===== src/rtl/store_buffer_pkg.sv =====
// Shared types and constants for the store buffer.
package store_buffer_pkg;

  localparam int unsigned ADDR_W = 32;
  localparam int unsigned DATA_W = 32;

  // sb keeps only the low byte of the store data
  localparam logic [DATA_W-1:0] SB_MASK = 32'h0000_00FF;

  typedef struct packed {
    logic              is_byte;
    logic [ADDR_W-1:0] addr;
    logic [DATA_W-1:0] data;
    logic [ADDR_W-1:0] pc;
  } sb_entry_t;

endpackage


===== src/rtl/store_fifo_mem.sv =====
// Store entry array: write port at tail, read port at head, and a
// per-entry word-address compare against the current load address.
module store_fifo_mem
  import store_buffer_pkg::*;
#(
  parameter int unsigned DEPTH = 4,
  parameter int unsigned PTR_W = 2
) (
  input  logic              clk,
  input  logic              we,
  input  logic [PTR_W-1:0]  wptr,
  input  sb_entry_t         wentry,
  input  logic [PTR_W-1:0]  rptr,
  output sb_entry_t         rentry,
  input  logic [ADDR_W-3:0] cmp_word,
  output logic [DEPTH-1:0]  hit
);

  sb_entry_t mem [DEPTH];

  // Entry write; contents need no reset, liveness comes from the pointers
  always_ff @(posedge clk) begin
    if (we) mem[wptr] <= wentry;
  end

  // Head entry read
  always_comb begin
    rentry = mem[rptr];
  end

  // Word-address match of every entry, live or not
  always_comb begin
    hit = '0;
    for (int unsigned i = 0; i < DEPTH; i++) begin
      hit[i] = (mem[i].addr[ADDR_W-1:2] == cmp_word);
    end
  end

endmodule


===== src/rtl/store_buffer.sv =====
// In-order store queue between the MEM stage and the data memory port.
// Loads win the port; stores drain one per cycle otherwise.
module store_buffer
  import store_buffer_pkg::*;
#(
  parameter int unsigned DEPTH = 4,
  parameter int unsigned PTR_W = 2
) (
  input  logic             clk,
  input  logic             reset,
  input  logic             st_valid,
  output logic             st_ready,
  input  logic             st_byte,
  input  logic [31:0]      st_addr,
  input  logic [31:0]      st_data,
  input  logic [31:0]      st_pc,
  input  logic             ld_valid,
  input  logic [31:0]      ld_addr,
  output logic             ld_stall,
  output logic             dm_we,
  output logic             dm_sb,
  output logic [31:0]      dm_addr,
  output logic [31:0]      dm_wdata,
  output logic [31:0]      dm_pc,
  output logic             empty,
  output logic [PTR_W:0]   count
);

  logic [PTR_W-1:0] head;
  logic [PTR_W-1:0] tail;
  logic [PTR_W:0]   cnt;
  logic             push;
  logic             pop;
  logic             ld_grant;
  logic [DEPTH-1:0] hit;
  logic [DEPTH-1:0] live;
  sb_entry_t        wentry;
  sb_entry_t        rentry;

  store_fifo_mem #(
    .DEPTH (DEPTH),
    .PTR_W (PTR_W)
  ) u_mem (
    .clk      (clk),
    .we       (push),
    .wptr     (tail),
    .wentry   (wentry),
    .rptr     (head),
    .rentry   (rentry),
    .cmp_word (ld_addr[31:2]),
    .hit      (hit)
  );

  // Entry formatting: sb is zero-extended from its low byte
  always_comb begin
    wentry.is_byte = st_byte;
    wentry.addr    = st_addr;
    wentry.data    = st_byte ? (st_data & SB_MASK) : st_data;
    wentry.pc      = st_pc;
  end

  // Live entries are those whose distance from head is below count
  always_comb begin
    live = '0;
    for (int unsigned i = 0; i < DEPTH; i++) begin
      live[i] = ({1'b0, PTR_W'(i) - head} < cnt);
    end
  end

  // Stall, arbitration and handshake; stalled loads yield the port to drain
  always_comb begin
    st_ready = (cnt != (PTR_W+1)'(DEPTH));
    empty    = (cnt == '0);
    count    = cnt;
    ld_stall = ld_valid && |(hit & live);
    ld_grant = ld_valid && !ld_stall;
    push     = st_valid && st_ready;
    pop      = !reset && !ld_grant && (cnt != '0);
    dm_we    = pop;
    dm_sb    = pop && rentry.is_byte;
    dm_addr  = pop ? rentry.addr : ld_addr;
    dm_wdata = rentry.data;
    dm_pc    = rentry.pc;
  end

  // Pointer and occupancy update
  always_ff @(posedge clk) begin
    if (reset) begin
      head <= '0;
      tail <= '0;
      cnt  <= '0;
    end else begin
      if (push) tail <= tail + 1'b1;
      if (pop)  head <= head + 1'b1;
      case ({push, pop})
        2'b10:   cnt <= cnt + 1'b1;
        2'b01:   cnt <= cnt - 1'b1;
        default: cnt <= cnt;
      endcase
    end
  end

endmodule


===== config.mk =====
export PLATFORM = sky130hd
export DESIGN_NAME = store_buffer
export DESIGN_NICKNAME = d
export VERILOG_FILES = /design/src/rtl/store_buffer_pkg.sv /design/src/rtl/store_fifo_mem.sv /design/src/rtl/store_buffer.sv
export SDC_FILE = /design/constraint.sdc
export NUM_CORES = 1
export LEC_CHECK = 0
export ABC_AREA = 1
export CAP_MARGIN = 15
export CELL_PAD_IN_SITES_DETAIL_PLACEMENT = 0
export CELL_PAD_IN_SITES_GLOBAL_PLACEMENT = 1
export CORE_MARGIN = 1.5
export CORE_UTILIZATION = 43
export CTS_CLUSTER_SIZE = 30
export DETAILED_ROUTE_END_ITERATION = 10
export PLACE_DENSITY_LB_ADDON = 0.1
export SLEW_MARGIN = 5
export SYNTH_ARGS = -nofsm -noshare
export SYNTH_HDL_FRONTEND = slang
export SYNTH_HIERARCHICAL = 1
export SYNTH_SLANG_ARGS = --single-unit

===== constraint.sdc =====
create_clock -name clk -period 11.2 [get_ports clk]
set_input_delay 2.24 -clock clk [delete_from_list [all_inputs] [get_ports clk]]
set_output_delay 2.24 -clock clk [all_outputs]
set_load 0.05 [all_outputs]

## Word level (Yosys, flattened, before mapping)

Memories as Yosys holds them, arrays and structs flattened. A register that Yosys moved wholly into a read port is not among the register bits.
Index checks and enable logic that the tools add are counted.

| storage, ports and cells | value |
|---|---|
| memories | 1 |
| word-level logic and storage cells | 44 |
| input bits | 133 |
| flip-flop bits (word level) | 7 |
| output and inout bits | 104 |
| RAM bits | 388 |

Memories:

| name | words | width | read ports | clocked after Yosys merged registers in | write ports | RTL line | source |
|---|---|---|---|---|---|---|---|
| u_mem.mem | 4 | 97 | 5 | 1 | 1 | store_fifo_mem.sv:19 | `sb_entry_t mem [DEPTH];` |

| operators by class | value |
|---|---|
| muxes and demuxes | 7 |
| eq/ne operators | 7 |
| bitwise operators | 1 |
| add/sub/neg operators | 8 |
| reductions and logical operators | 13 |
| magnitude comparators | 4 |

Operators by type and width:

| operator | count |
|---|---|
| $eq 30x30->1 | 4 |
| $mux 32 | 2 |
| $lt 2x3->1 | 4 |
| $logic_and 1x1->1 | 6 |
| $pmux 3 s2 | 1 |
| $add 2x1->2 const B | 2 |
| $and 4x4->4 | 1 |
| $mux 2 | 2 |
| $reduce_or 4->1 | 1 |
| $sub 1x2->2 const A | 2 |
| $sub 2x2->2 const A | 2 |
| $add 3x1->3 const B | 1 |
| $logic_not 1->1 | 3 |
| $logic_not 3->1 | 1 |
| $ne 3x3->1 const B | 1 |
| $reduce_bool 3->1 | 1 |
| $sub 3x1->3 const B | 1 |
| $eq 2x1->1 const B | 1 |
| $eq 2x2->1 const B | 1 |
| $mux 1 | 2 |
| $reduce_bool 2->1 | 1 |

## Longest topological paths before layout

| logic depth | value |
|---|---|
| depth in word-level cells | 12 |
| depth in mapped cells | 24 |
| mapped depth without buffers | 23 |

## Modules after synthesis

The synthesis kept the hierarchy.

By module, submodules not included:

| module | instances | area an instance (µm²) | seq. area each (µm²) | cells an instance |
|---|---|---|---|---|
| store_fifo_mem | 1 | 16671.0 | 11651.2 | 1533 |
| store_buffer | 1 | 1168.6 | 140.1 | 232 |

## Worst setup path after synthesis

Ideal clock, no wire load.

| path | value |
|---|---|
| path type | input to register |
| start point | in st_valid |
| end point | mem u_mem/mem[1][0] (netlist bit), enable pin |
| stages on the path | 4 |
| path slack | 1474 ps |
| data required time | 10528 ps |
| data arrival time | 9054 ps |
| library setup time | 672 ps |
| buffers on the path | 0 |
| cells stage by stage | nand2_1 > inv_1 > inv_1 > nor3_1 |

| between the ends | value |
|---|---|
| longest elaborated chain between the ends | 3 |

RTL lines:

| item | RTL line | source |
|---|---|---|
| start: declaration | store_buffer.sv:11 | `input logic st_valid,` |
| $logic_and 1x1->1 | store_buffer.sv:77 | `push = st_valid && st_ready;` |
| named net push | store_buffer.sv:32 | `logic push;` |
| $mux 1 | store_fifo_mem.sv:23 | `if (we) mem[wptr] <= wentry;` |
| $mux 1 (implied by the code) | store_fifo_mem.sv:23 |  |
| end: declaration | store_fifo_mem.sv:19 |  |

The timed path passes the listed nets, and every way through them passes these cells.

## Worst setup path after layout

| path | value |
|---|---|
| start point | in ld_addr[24] |
| end point | out dm_addr[2] |

| between the ends | value |
|---|---|
| longest elaborated chain between the ends | 10 |
| elaborated cells on any way between the ends | 13 |
| those cells by class | eq/ne (4); mux (1); bitwise (1); reduce/logical (7) |

RTL lines:

| item | RTL line | source |
|---|---|---|
| start: declaration | store_buffer.sv:18 | `input logic [31:0] ld_addr,` |
| $eq 30x30->1 | store_fifo_mem.sv:35 | `hit[i] = (mem[i].addr[ADDR_W-1:2] == cmp_word);` |
| named net hit[3] | store_buffer.sv:35 | `logic [DEPTH-1:0] hit;` |
| $and 4x4->4 | store_buffer.sv:75 | `ld_stall = ld_valid && \|(hit & live);` |
| $reduce_or 4->1 | store_buffer.sv:75 |  |
| $logic_and 1x1->1 | store_buffer.sv:75 |  |
| $logic_not 1->1 | store_buffer.sv:76 | `ld_grant = ld_valid && !ld_stall;` |
| $logic_and 1x1->1 | store_buffer.sv:76 |  |
| $logic_not 1->1 | store_buffer.sv:78 | `pop = !reset && !ld_grant && (cnt != '0);` |
| $logic_and 1x1->1 (2 in a row) | store_buffer.sv:78 |  |
| $mux 32 | store_buffer.sv:81 | `dm_addr = pop ? rentry.addr : ld_addr;` |
| end: declaration | store_buffer.sv:22 | `output logic [31:0] dm_addr,` |

The timed path passes the listed nets, and every way through them passes these cells.

==> impl_metrics.py <==
metrics = {
    "timing": {
        "finalHoldViolCount": 0,
        "fin_tns_setup_ns": 0,
        "slew_violations": 0,
        "fin_crit_ns": 8.145,
        "setup_viol": 0,
        "whs_ns": 0.5300,
        "rsz0062_at_grt": "no",
        "clock_skew_ns": 0.01007,
        "timing.fmax_ghz": 0.1228,
        "slew-limit-headroom_pct": 28.08,
        "worstMarginPinSlew_ns": 1.079,
        "period_share_pct": 72.72,
    },
    "setup_path": {
        "worst_setup_path_end_kind": "output pin",
        "crit_fanout": 36,
        "cp.required_ns": 8.96,
        "cp.arrival_ns": 5.91,
        "start_kind": "input pin",
        "r2r_cells": 19,
        "crit_type": "input pin to output pin",
        "rr_endpoint": "count[2]",
        "r2r_slack_ns": 7.09,
        "worstReg2RegStart": "head[0]",
    },
    "worst_hold_path": {
        "hold_start": "tail[1]",
        "hold-path-endpoint": "tail[1]",
        "min_path_type": "register to register",
        "worstHoldPathCells": 2,
    },
    "synthesis": {
        "synth.largest_area_cell": "edfxtp_1",
        "syn-instance-count": 1765,
        "synth_cell_types": 28,
        "yosysSeqAreaShare_pct": 66.10,
        "synth_nets": 1904,
        "synth_seq_cells": 395,
        "syn_area_um2": 17840,
        "ys_warn_count": 6,
        "syn_area_per_cell_um2": 10.11,
        "synth_area_leaders": "edfxtp_1, nand2_1, nor2_1",
        "yosys.area.top_type_share_pct": 65.31,
    },
    "global_route": {
        "gr-total-overflow": 0,
        "first_global_vias": 12100,
        "grt_pass1_wl_um": 67780,
        "grt_usage_pct": 21.14,
        "grt_max_degree": 136,
        "antenna_found_initial": 3,
    },
    "clocking": {
        "cts_max_path_buffers": 3,
        "clock-root-buffer": "clkbuf_16",
        "ctsHtreeMaxLevel": 2,
        "cts_hold_buf": 0,
        "cts.sinks": 395,
        "postCtsSetupBuffers": 0,
        "clk_pin_slew_ns": 0.06,
        "post_cts_resized": 0,
        "insertion_delay_ns": 0.57,
        "cts_tree": "built",
        "numCtsBuffers": 43,
    },
    "run": {
        "maxCapViolations": 0,
    },
    "drt": {
        "drt_iter0_markers": 727,
        "drt-met1-wl_um": 18650,
        "vias_per_cell": 4.957,
        "dr_wl_met2_um": 22010,
        "highest_layer": "met5",
        "drt_pass1_iterations": 5,
        "vias": 12650,
        "ant_nets": 0,
        "wire_per_inst_um": 17.63,
        "drc_errors": 0,
        "dr_wl_met3_um": 3487,
        "wirelength_um": 44970,
    },
    "layout": {
        "final_util_pct": 53.77,
        "final_cell_count_no_fill": 2551,
        "area.growth.synth_to_final_pct": 23.36,
        "layout_common_cells": "nand2_1, edfxtp_1, nor2_1, clkdlybuf4s50_1, inv_1",
        "drive_gt1_share_pct": 5.005,
        "nets": 2126,
        "mostFrequentLayoutCell": "nand2_1",
        "final_area_um2": 22010,
    },
    "place": {
        "dp.final_hpwl_um": 26720,
        "port-buffer-count": 236,
        "dp.cells": 2474,
        "dpl_cell_area_um2": 20520,
        "place.gp.congestion": 0.8107,
    },
    "floorplan": {
        "die_area_um2": 42720,
        "initial_utilization_pct": 43.59,
        "die_y_um": 206.7,
        "row_count": 74,
        "core_um2": 40920,
        "ios": 237,
        "die_w_um": 206.7,
    },
    "pwr": {
        "ir_worst_vdd_uv": 125.5,
        "leakage_uw": 0.008785,
        "powerDensity_nw_per_um2": 184.7,
    },
    "outcome": {
        "status": "completed",
    },
}
## through the flow
stage,power (uW),setup slack [ns]
finish,4064,3.055
global route,4228,2.689
CTS,4113,2.966
detailed placement,2613,2.978
global placement,2611,2.992
floorplan,2326,1.474
## cell type report
cell class	count	area [um^2]
Fill cell	3654	18920
Sequential cell	395	11800
Multi-Input combinational cell	1117	4903
Timing Repair Buffer	249	2460
Clock buffer	49	1099
Inverter	181	690.7
Tap cell	532	665.6
Clock inverter	27	389.1
Antenna cell	1	2.502
## routing by layer
layer	vias up	GRT usage [%]
li1	6356	-
met1	5899	26.64
met2	327	36.16
met3	59	5.165
met4	4	6.134
met5	-	0
## sequential cells by signal, indices dropped and copies added, names as in the netlist
name,cells
count,3
tail,2
head,2
u_mem/mem,388
## synth_stat cells
library cell,count
dfxtp_1,7
nor2_2,1
fa_1,1
inv_6,1
a21boi_1,2
inv_1,176
inv_2,4
a21oi_2,1
nand2_1,494
nor3_1,5
clkbuf_1,20
xor2_1,5
a21oi_1,88
nor2_1,249
buf_4,7
nand2_4,2
o21ai_1,36
ha_1,5
buf_12,1
nand2_2,9
buf_6,18
xnor2_1,8
o22ai_1,70
nand3_1,4
buf_2,24
o21ai_0,137
edfxtp_1,388
clkbuf_2,2
## critical path: stages
cell             delay (ns)
clkdlybuf4s50_1        0.58
inv_1                  0.12
nand2_1                0.07
nand2_1                0.06
nor2_1                 0.16
nand2_1                0.09
nor2_1                 0.17
nand2_1                0.08
nor2_1                 0.11
inv_1                  0.05
a21oi_1                0.12
nand2_1                0.06
nand2_1                0.08
nor2_2                 0.06
nand2_4                0.07
nand2_4                0.31
inv_6                  0.45
nand2_2                0.06
nand2_1                0.14
clkdlybuf4s50_1        0.82
## power breakdown
group / total [uW] / switching (uW) / internal [uW]
clock network: 1490 / 573 / 916
logic: 830 / 571 / 259
registers: 1750 / 38.1 / 1710
total: 4060 / 1180 / 2880
## kinds of logic after synthesis
| group | Yosys count | share of synthesized area (%) |
|---|---|---|
| simple gates | 764 | 16.36 |
| flops | 395 | 66.10 |
| compound gates | 334 | 9.910 |
| buf+inv | 253 | 6.530 |
| xor+xnor | 13 | 0.6382 |
| fa+ha+maj | 6 | 0.4629 |
## worst max-delay path by stage
stage	depth (start not counted)	slack, ns	startpoint	to
3_5_place_dp	19	2.98	ld_addr[15]	dm_addr[2]
5_1_grt	19	2.69	ld_addr[27]	dm_addr[2]
6_report	20	3.05	ld_addr[24]	dm_addr[2]
2_1_floorplan	4	1.47	st_valid	u_mem/mem[1][0]
3_3_place_gp	20	2.99	ld_addr[27]	dm_addr[2]
4_1_cts	19	2.97	ld_addr[15]	dm_addr[2]
(Power assumes the default switching activity.)
